===== src/rtl/port_avail_tracker.sv =====
// Output-port availability tracker for the 4-port deflection router.
// Keeps a busy countdown per port, publishes a registered free-port mask with
// its popcount, and flags malformed or conflicting port claims one cycle later.
module port_avail_tracker #(
  parameter int unsigned NPORT = 4,
  parameter int unsigned HOLD  = 2,
  parameter int unsigned CW    = 2
) (
  input  logic             clk,
  input  logic             reset,
  input  logic [NPORT-1:0] claimA,
  input  logic [NPORT-1:0] claimB,
  input  logic [NPORT-1:0] linkStall,
  output logic [NPORT-1:0] availMask,
  output logic [2:0]       availCnt,
  output logic             atLeastTwo,
  output logic             claimErr,
  output logic [NPORT-1:0] errPort
);

  localparam logic [CW-1:0] HoldVal = CW'(HOLD);

  logic [CW-1:0]    cnt_q [NPORT];
  logic [CW-1:0]    cnt_d [NPORT];
  logic [NPORT-1:0] claim;
  logic [NPORT-1:0] valid;
  logic [NPORT-1:0] mask_d;
  logic [2:0]       popcnt_d;
  logic             multi_a;
  logic             multi_b;
  logic [NPORT-1:0] err_bits;

  // Per-port countdown, next free mask and its popcount.
  always_comb begin
    claim    = claimA | claimB;
    // A port can only be granted if it was advertised free this cycle.
    valid    = claim & availMask;
    popcnt_d = 3'd0;
    for (int i = 0; i < NPORT; i++) begin
      if (valid[i]) begin
        cnt_d[i] = HoldVal;
      end else if ((cnt_q[i] != '0) && !linkStall[i]) begin
        cnt_d[i] = cnt_q[i] - 1'b1;
      end else begin
        cnt_d[i] = cnt_q[i];
      end
      mask_d[i] = (cnt_d[i] == '0) && !linkStall[i];
      popcnt_d  = popcnt_d + 3'(mask_d[i]);
    end
  end

  // Violation detection: multi-bit vectors, A/B overlap, claims on busy ports.
  always_comb begin
    // v & (v-1) is nonzero exactly when more than one bit is set.
    multi_a  = (claimA & (claimA - 1'b1)) != '0;
    multi_b  = (claimB & (claimB - 1'b1)) != '0;
    err_bits = (claimA & claimB) | (claim & ~availMask);
    if (multi_a) err_bits = err_bits | claimA;
    if (multi_b) err_bits = err_bits | claimB;
  end

  // Counter and output registers; reset frees every port.
  always_ff @(posedge clk) begin
    if (reset) begin
      for (int i = 0; i < NPORT; i++) cnt_q[i] <= '0;
      availMask  <= '1;
      availCnt   <= 3'(NPORT);
      atLeastTwo <= 1'b1;
      claimErr   <= 1'b0;
      errPort    <= '0;
    end else begin
      for (int i = 0; i < NPORT; i++) cnt_q[i] <= cnt_d[i];
      availMask  <= mask_d;
      availCnt   <= popcnt_d;
      atLeastTwo <= popcnt_d >= 3'd2;
      claimErr   <= err_bits != '0;
      errPort    <= err_bits;
    end
  end

endmodule


===== config.mk =====
export PLATFORM = sky130hd
export DESIGN_NAME = port_avail_tracker
export DESIGN_NICKNAME = d
export VERILOG_FILES = /design/src/rtl/port_avail_tracker.sv
export SDC_FILE = /design/constraint.sdc
export NUM_CORES = 1
export LEC_CHECK = 0
export CAP_MARGIN = 5
export CORE_ASPECT_RATIO = 1.25
export CORE_MARGIN = 1.5
export CORE_UTILIZATION = 42
export CTS_CLUSTER_SIZE = 30
export DETAILED_ROUTE_END_ITERATION = 16
export MAX_ROUTING_LAYER = met4
export PLACE_DENSITY = 0.83
export REMOVE_ABC_BUFFERS = 1
export SLEW_MARGIN = 20
export SYNTH_ARGS = -nofsm -noshare
export SYNTH_HDL_FRONTEND = slang
export SYNTH_SLANG_ARGS = --single-unit

===== constraint.sdc =====
create_clock -name clk -period 2.8 [get_ports clk]
set_clock_uncertainty 0.1 [all_clocks]
set_input_delay 0.42 -clock clk [delete_from_list [all_inputs] [get_ports clk]]
set_output_delay 0.42 -clock clk [all_outputs]
set_load 0.1 [all_outputs]

==> results.json, run 1 <==
{
  "hold_violations": 0,
  "fmax_mhz": 374.9,
  "worstRegToRegCells": 12,
  "drc_errors": 0,
  "postRouteAntennaNets": 0,
  "status": "finished clean",
  "r2r-start": "cnt_q[3][0]",
  "cts_setup_buffers": 0,
  "p_comb_share_pct": 38.5,
  "p_int_uw": 480.5,
  "whs_ns": 0.4096,
  "port_buffers": 26,
  "initial_utilization_pct": 44.62,
  "maxCapViolations": 0,
  "syn_to_final_growth_pct": 36.64,
  "finalWorstPathRequiredPeriod_ns": 2.667,
  "post-route-period-util_pct": 95.25,
  "hold_buffers": 0,
  "cts_tree": "done",
  "n_antenna_cell": 0,
  "finalSetupViolations": 0,
  "p_clk_share_pct": 17.7,
  "rrSetupSlack_ns": 0.13,
  "vias": 943,
  "clk_path_buf_depth": 2,
  "cts_htree_levels": 1,
  "endpoint": "availCnt[1]",
  "p_sw_uw": 298.1,
  "io-pin-count": 27,
  "endpoint_kind": "flip-flop",
  "drive_gt1_share_pct": 20.95,
  "ys_seq_area_share_pct": 42.16,
  "cp-startpoint": "cnt_q[3][0]",
  "drt_iter0_markers": 15,
  "ys_types": 24,
  "power_density_mw_per_mm2": 571.5,
  "path_max_fanout": 3,
  "gr-usage-all-layers_pct": 18.70,
  "hold_class": "flip-flop to flip-flop",
  "viasPerCell": 5.268,
  "coreArea_mm2": 0.002235,
  "p_leak_uw": 0.0005587,
  "grt_max_degree": 12,
  "place_area_mm2": 0.001328,
  "cp-start-kind": "flip-flop",
  "tns_ns": 0,
  "clock_latency_ns": 0.29,
  "final_cell_mix": "buf_4, dfxtp_1, clkdlybuf4s50_1, inv_1, nor2_1",
  "finalNetCount": 171,
  "worstSetupPathType": "flip-flop to flip-flop",
  "rsz0062_at_grt": "false",
  "switching_share_pct": 38.29,
  "cp.required_ns": 2.90,
  "clockRootBuffer": "clkbuf_4",
  "slew_violations": 0,
  "firstDrtPassIters": 4,
  "cp_data_arrival_time_ns": 2.77,
  "drt-total-wl_um": 2256,
  "synthesis.area_um2": 997.2,
  "antenna_found_initial": 0,
  "cts_buffers": 3,
  "rows": 19,
  "dieArea_mm2": 0.002677,
  "worst_slew_pin_slew_ns": 0.3062,
  "syn_inst": 110,
  "gp_congestion": 0.7874,
  "ys_ff_latch": 21,
  "die_h_um": 57.48,
  "wl_per_cell_um": 12.60,
  "overflow": 0,
  "dp_hpwl_um": 1832,
  "grt_pass1_wl_um": 3594,
  "final_core_util_pct": 60.97,
  "stdcell_area_mm2": 0.001363,
  "seqPwrFrac_pct": 43.8,
  "synth_edf_count": 0,
  "relSlewSlack_pct": 79.47,
  "async_flop_share_pct": 0,
  "ir_worst_vdd_v": 0.0002780,
  "clkSlewWorstSetupHoldPaths_ns": 0.11,
  "final_common_cell": "buf_4",
  "ys.flop_type": "dfxtp_1",
  "syn_area_per_cell_um2": 9.066,
  "power.total_uw": 778.6,
  "grt_pass1_vias": 945,
  "yosys_warnings": 0,
  "r2r_end": "availCnt[1]",
  "fp.dieW_um": 46.58,
  "cts.sinks": 21
}
## registers in the layout, summed over array words and instances, names as in the netlist
register	flops
errPort	4
availMask	4
atLeastTwo	1
cnt_q	8
claimErr	1
availCnt	3
## metal layers
layer | vias to the layer above | track usage (%) | wire [um]
li1 | 467 | - | -
met2 | 40 | 33.53 | 1213
met1 | 430 | 18.34 | 851
met4 | 0 | 9.388 | 54
met3 | 6 | 2.848 | 137
met5 | - | - | 0
## power by group through the flow
stage	Clock [uW]	Combinational (uW)	Sequential, uW
floorplan	0	90.8	463
global placement	0	288	345
detailed placement	0	298	347
CTS	145	298	340
global route	158	321	344
finish	138	300	341
## Yosys cell counts, drive strengths merged (4+ instances only)
cell type / count / share of area, %
o21a: 8 / 6.1
ha: 7 / 8.8
nor4: 4 / 2.5
xnor2: 4 / 3.5
nor3: 4 / 2.0
inv: 12 / 4.5
a21oi: 8 / 4.0
or4b: 4 / 4.0
nand2: 4 / 1.5
nor2: 11 / 4.1
dfxtp: 21 / 42
a211oi: 5 / 3.8
## worst max-delay path, stage by stage (launching register included)
cell     delay (ns)
dfxtp_1        0.38
inv_1          0.08
ha_1           0.30
nand2_1        0.05
nor2_1         0.09
a31oi_1        0.06
or3_1          0.39
fa_1           0.50
inv_1          0.04
ha_1           0.19
inv_1          0.06
ha_1           0.21
nor2b_1        0.12
## layout make-up
class	count	area (um2)
clock buffers	4	26.28
fillers	205	872.1
inverters	12	45.04
multi-input cells	76	533.0
flip-flops and latches	21	424.2
well taps	31	38.79
repair buffers	35	295.3
## cells by family (layout without fill, tap and decap cells)
group                      count (synthesis)  in the layout  share of synthesized area, %
DFF                                       21             21                         42.16
buffers and inverters                     13             51                         4.893
AOI/OAI and AO/OA                         27             27                         18.07
adders and majority gates                  8              8                         10.79
xor gates and xnor gates                   4              4                         3.513
and+or+nand+nor                           37             37                         20.58
## metrics by stage
step | instances | setup WS, ns
3_3_place_gp | 175 | -0.03816
6_report | 179 | 0.1330
5_1_grt | 179 | 0.005478
2_1_floorplan | 109 | 0.2075
3_5_place_dp | 175 | -0.08120
4_1_cts | 179 | 0.06602
## worst min-delay path by stage
stage | start | end | slack, ns | cells after the start
after floorplan | reset | availCnt[0] | 0.39 | 1
after global placement | availMask[0] | errPort[0] | 0.41 | 1
after detailed placement | availMask[1] | errPort[1] | 0.40 | 1
after CTS | availMask[1] | errPort[1] | 0.42 | 1
after global routing | availMask[1] | errPort[1] | 0.45 | 1
final | availMask[1] | errPort[1] | 0.41 | 1
## what timing repair did
item,4_1_cts,5_1_grt
hold endpoints to repair,0,0
setup endpoints to repair,0,2
resized for setup,0,4
Power figures use the tool's default switching activity.
==> inputs of run 2 (changes only) <==
CORE_MARGIN = unset   (was 1.5)
==> run 2 against run 1 <==
  * Worst hold slack better by 0.017 ns
  * Setup slack worse by 0.023 ns
  * Register-to-register slack worse by 0.02 ns
  * Critical path type unchanged
  * Highest routed layer unchanged
==> results.json, run 2 (same netlist as run 1, synthesis figures left out) <==
{
  "status": "finished clean",
  "p_clk_share_pct": 18.2,
  "finalWorstPathRequiredPeriod_ns": 2.690,
  "cp-start-kind": "flip-flop",
  "post-route-period-util_pct": 96.07,
  "grt_max_degree": 14,
  "coreArea_mm2": 0.002211,
  "p_int_uw": 482.8,
  "clkSlewWorstSetupHoldPaths_ns": 0.11,
  "die_h_um": 56.48,
  "switching_share_pct": 38.58,
  "final_cell_mix": "buf_4, dfxtp_1, clkdlybuf4s50_1, inv_1, nor2_1",
  "finalNetCount": 172,
  "rrSetupSlack_ns": 0.11,
  "power.total_uw": 786.1,
  "grt_pass1_wl_um": 3608,
  "drive_gt1_share_pct": 22.82,
  "drt_iter0_markers": 14,
  "worstSetupPathType": "flip-flop to flip-flop",
  "hold_buffers": 0,
  "largest-register": "cnt_q",
  "worstRegToRegCells": 12,
  "dp_hpwl_um": 1764,
  "drt-total-wl_um": 2271,
  "r2r_end": "availCnt[1]",
  "clockRootBuffer": "clkbuf_4",
  "p_sw_uw": 303.3,
  "hold_class": "flip-flop to flip-flop",
  "largestRegisters": "cnt_q (8), availMask (4), errPort (4)",
  "vias": 945,
  "firstDrtPassIters": 4,
  "cp_data_arrival_time_ns": 2.77,
  "cts_htree_levels": 1,
  "gr-usage-all-layers_pct": 19.32,
  "relSlewSlack_pct": 66.63,
  "grt_util_met1_pct": 21.41,
  "drc_errors": 0,
  "cts_buffers": 3,
  "viasPerCell": 5.250,
  "final_common_cell": "buf_4",
  "overflow": 0,
  "p_leak_uw": 0.0005659,
  "endpoint_kind": "flip-flop",
  "top_usage_layer": "met2",
  "maxCapViolations": 0,
  "rows": 19,
  "pre_cts_ws_ns": -0.04258,
  "io-pin-count": 27,
  "cp.required_ns": 2.88,
  "postRouteAntennaNets": 0,
  "hold_violations": 0,
  "wl_per_cell_um": 12.62,
  "grtUsageMet2_pct": 33.06,
  "path_max_fanout": 3,
  "grt_pass1_vias": 913,
  "port_buffers": 26,
  "worst_slew_pin_slew_ns": 0.4989,
  "cts.sinks": 21,
  "min_from": "availMask[3]",
  "slew_violations": 0,
  "hold_depth": 1,
  "finalSetupViolations": 0,
  "seqPwrFrac_pct": 43.2,
  "antenna_found_initial": 0,
  "clock_latency_ns": 0.30,
  "cts_tree": "done",
  "p_comb_share_pct": 38.6,
  "fp.dieW_um": 45.58,
  "syn_to_final_growth_pct": 38.02,
  "n_antenna_cell": 0,
  "ir_worst_vdd_v": 0.0003372,
  "grtUsageMet3_pct": 2.894,
  "clk_path_buf_depth": 2,
  "power_density_mw_per_mm2": 571.2,
  "fin_ws_ns": 0.1101,
  "initial_utilization_pct": 45.10,
  "fmax_mhz": 371.8,
  "r2r-start": "cnt_q[1][0]",
  "gp_congestion": 0.8873,
  "dieArea_mm2": 0.002574,
  "min_to": "errPort[3]",
  "largest_register_ffs": 8
}
==> run 2: cell count changes in the layout (fill, tap and decap cells not counted), sizes merged <==
cell | before | now
buf | 22 | 23
==> run 2: critical path: stages (launching register included) <==
cell	delay [ns]
dfxtp_2	0.36
inv_1	0.06
ha_1	0.30
nand2_1	0.06
nor2_1	0.08
a31oi_1	0.07
or3_4	0.40
fa_1	0.50
inv_1	0.04
ha_1	0.20
inv_1	0.07
ha_1	0.21
nor2b_1	0.13
==> run 2: how the worst max path moves through the flow <==
stage	startpoint	to	slack [ns]
finish	cnt_q[1][0]	availCnt[1]	0.11
global route	cnt_q[0][1]	availCnt[1]	-0.03
CTS	cnt_q[1][0]	availCnt[1]	0.04
detailed placement	claimA[0]	availCnt[1]	-0.04
global placement	claimA[0]	availCnt[1]	0.02
floorplan	availMask[0]	availCnt[1]	0.21
==> run 2: layer usage <==
layer  wire [um]  vias up
met2        1160       39
li1            -      470
met3         131        4
met4          38        0
met5           0        -
met1         940      432
==> run 2: metrics by stage <==
step | setup TNS [ns] | area [um2] | utilization [%] | hold WS [ns] | instances
after floorplan | 0 | 993.5 | - | 0.3916 | 109
after global placement | 0 | 1328 | 60.05 | 0.4020 | 175
after detailed placement | -0.04258 | 1328 | 60.05 | 0.4134 | 175
after CTS | 0 | 1354 | 61.23 | 0.4339 | 179
after global routing | -0.02736 | 1376 | 62.25 | 0.4573 | 180
final | 0 | 1376 | 62.25 | 0.4266 | 180
==> run 2: cell type report <==
type / instances / area, um2
Clock buffer: 4 / 26.28
Sequential cell: 21 / 425.4
Multi-Input combinational cell: 76 / 538.0
Timing Repair Buffer: 36 / 302.8
Fill cell: 208 / 834.6
Tap cell: 31 / 38.79
Inverter: 12 / 45.04
==> run 2: what timing repair did <==
item / 4_1_cts / 5_1_grt
endpoints found under the hold margin: 0 / 0
resized for setup: 0 / 6
setup buffers: 0 / 1
setup endpoints to repair: 0 / 2
==> run 2: power groups by stage <==
stage	registers, uW	clock network (uW)	logic, uW
after floorplan	463	0	90.8
after global placement	345	0	288
after detailed placement	346	0	297
after CTS	340	147	298
after global routing	343	165	322
final	340	143	303
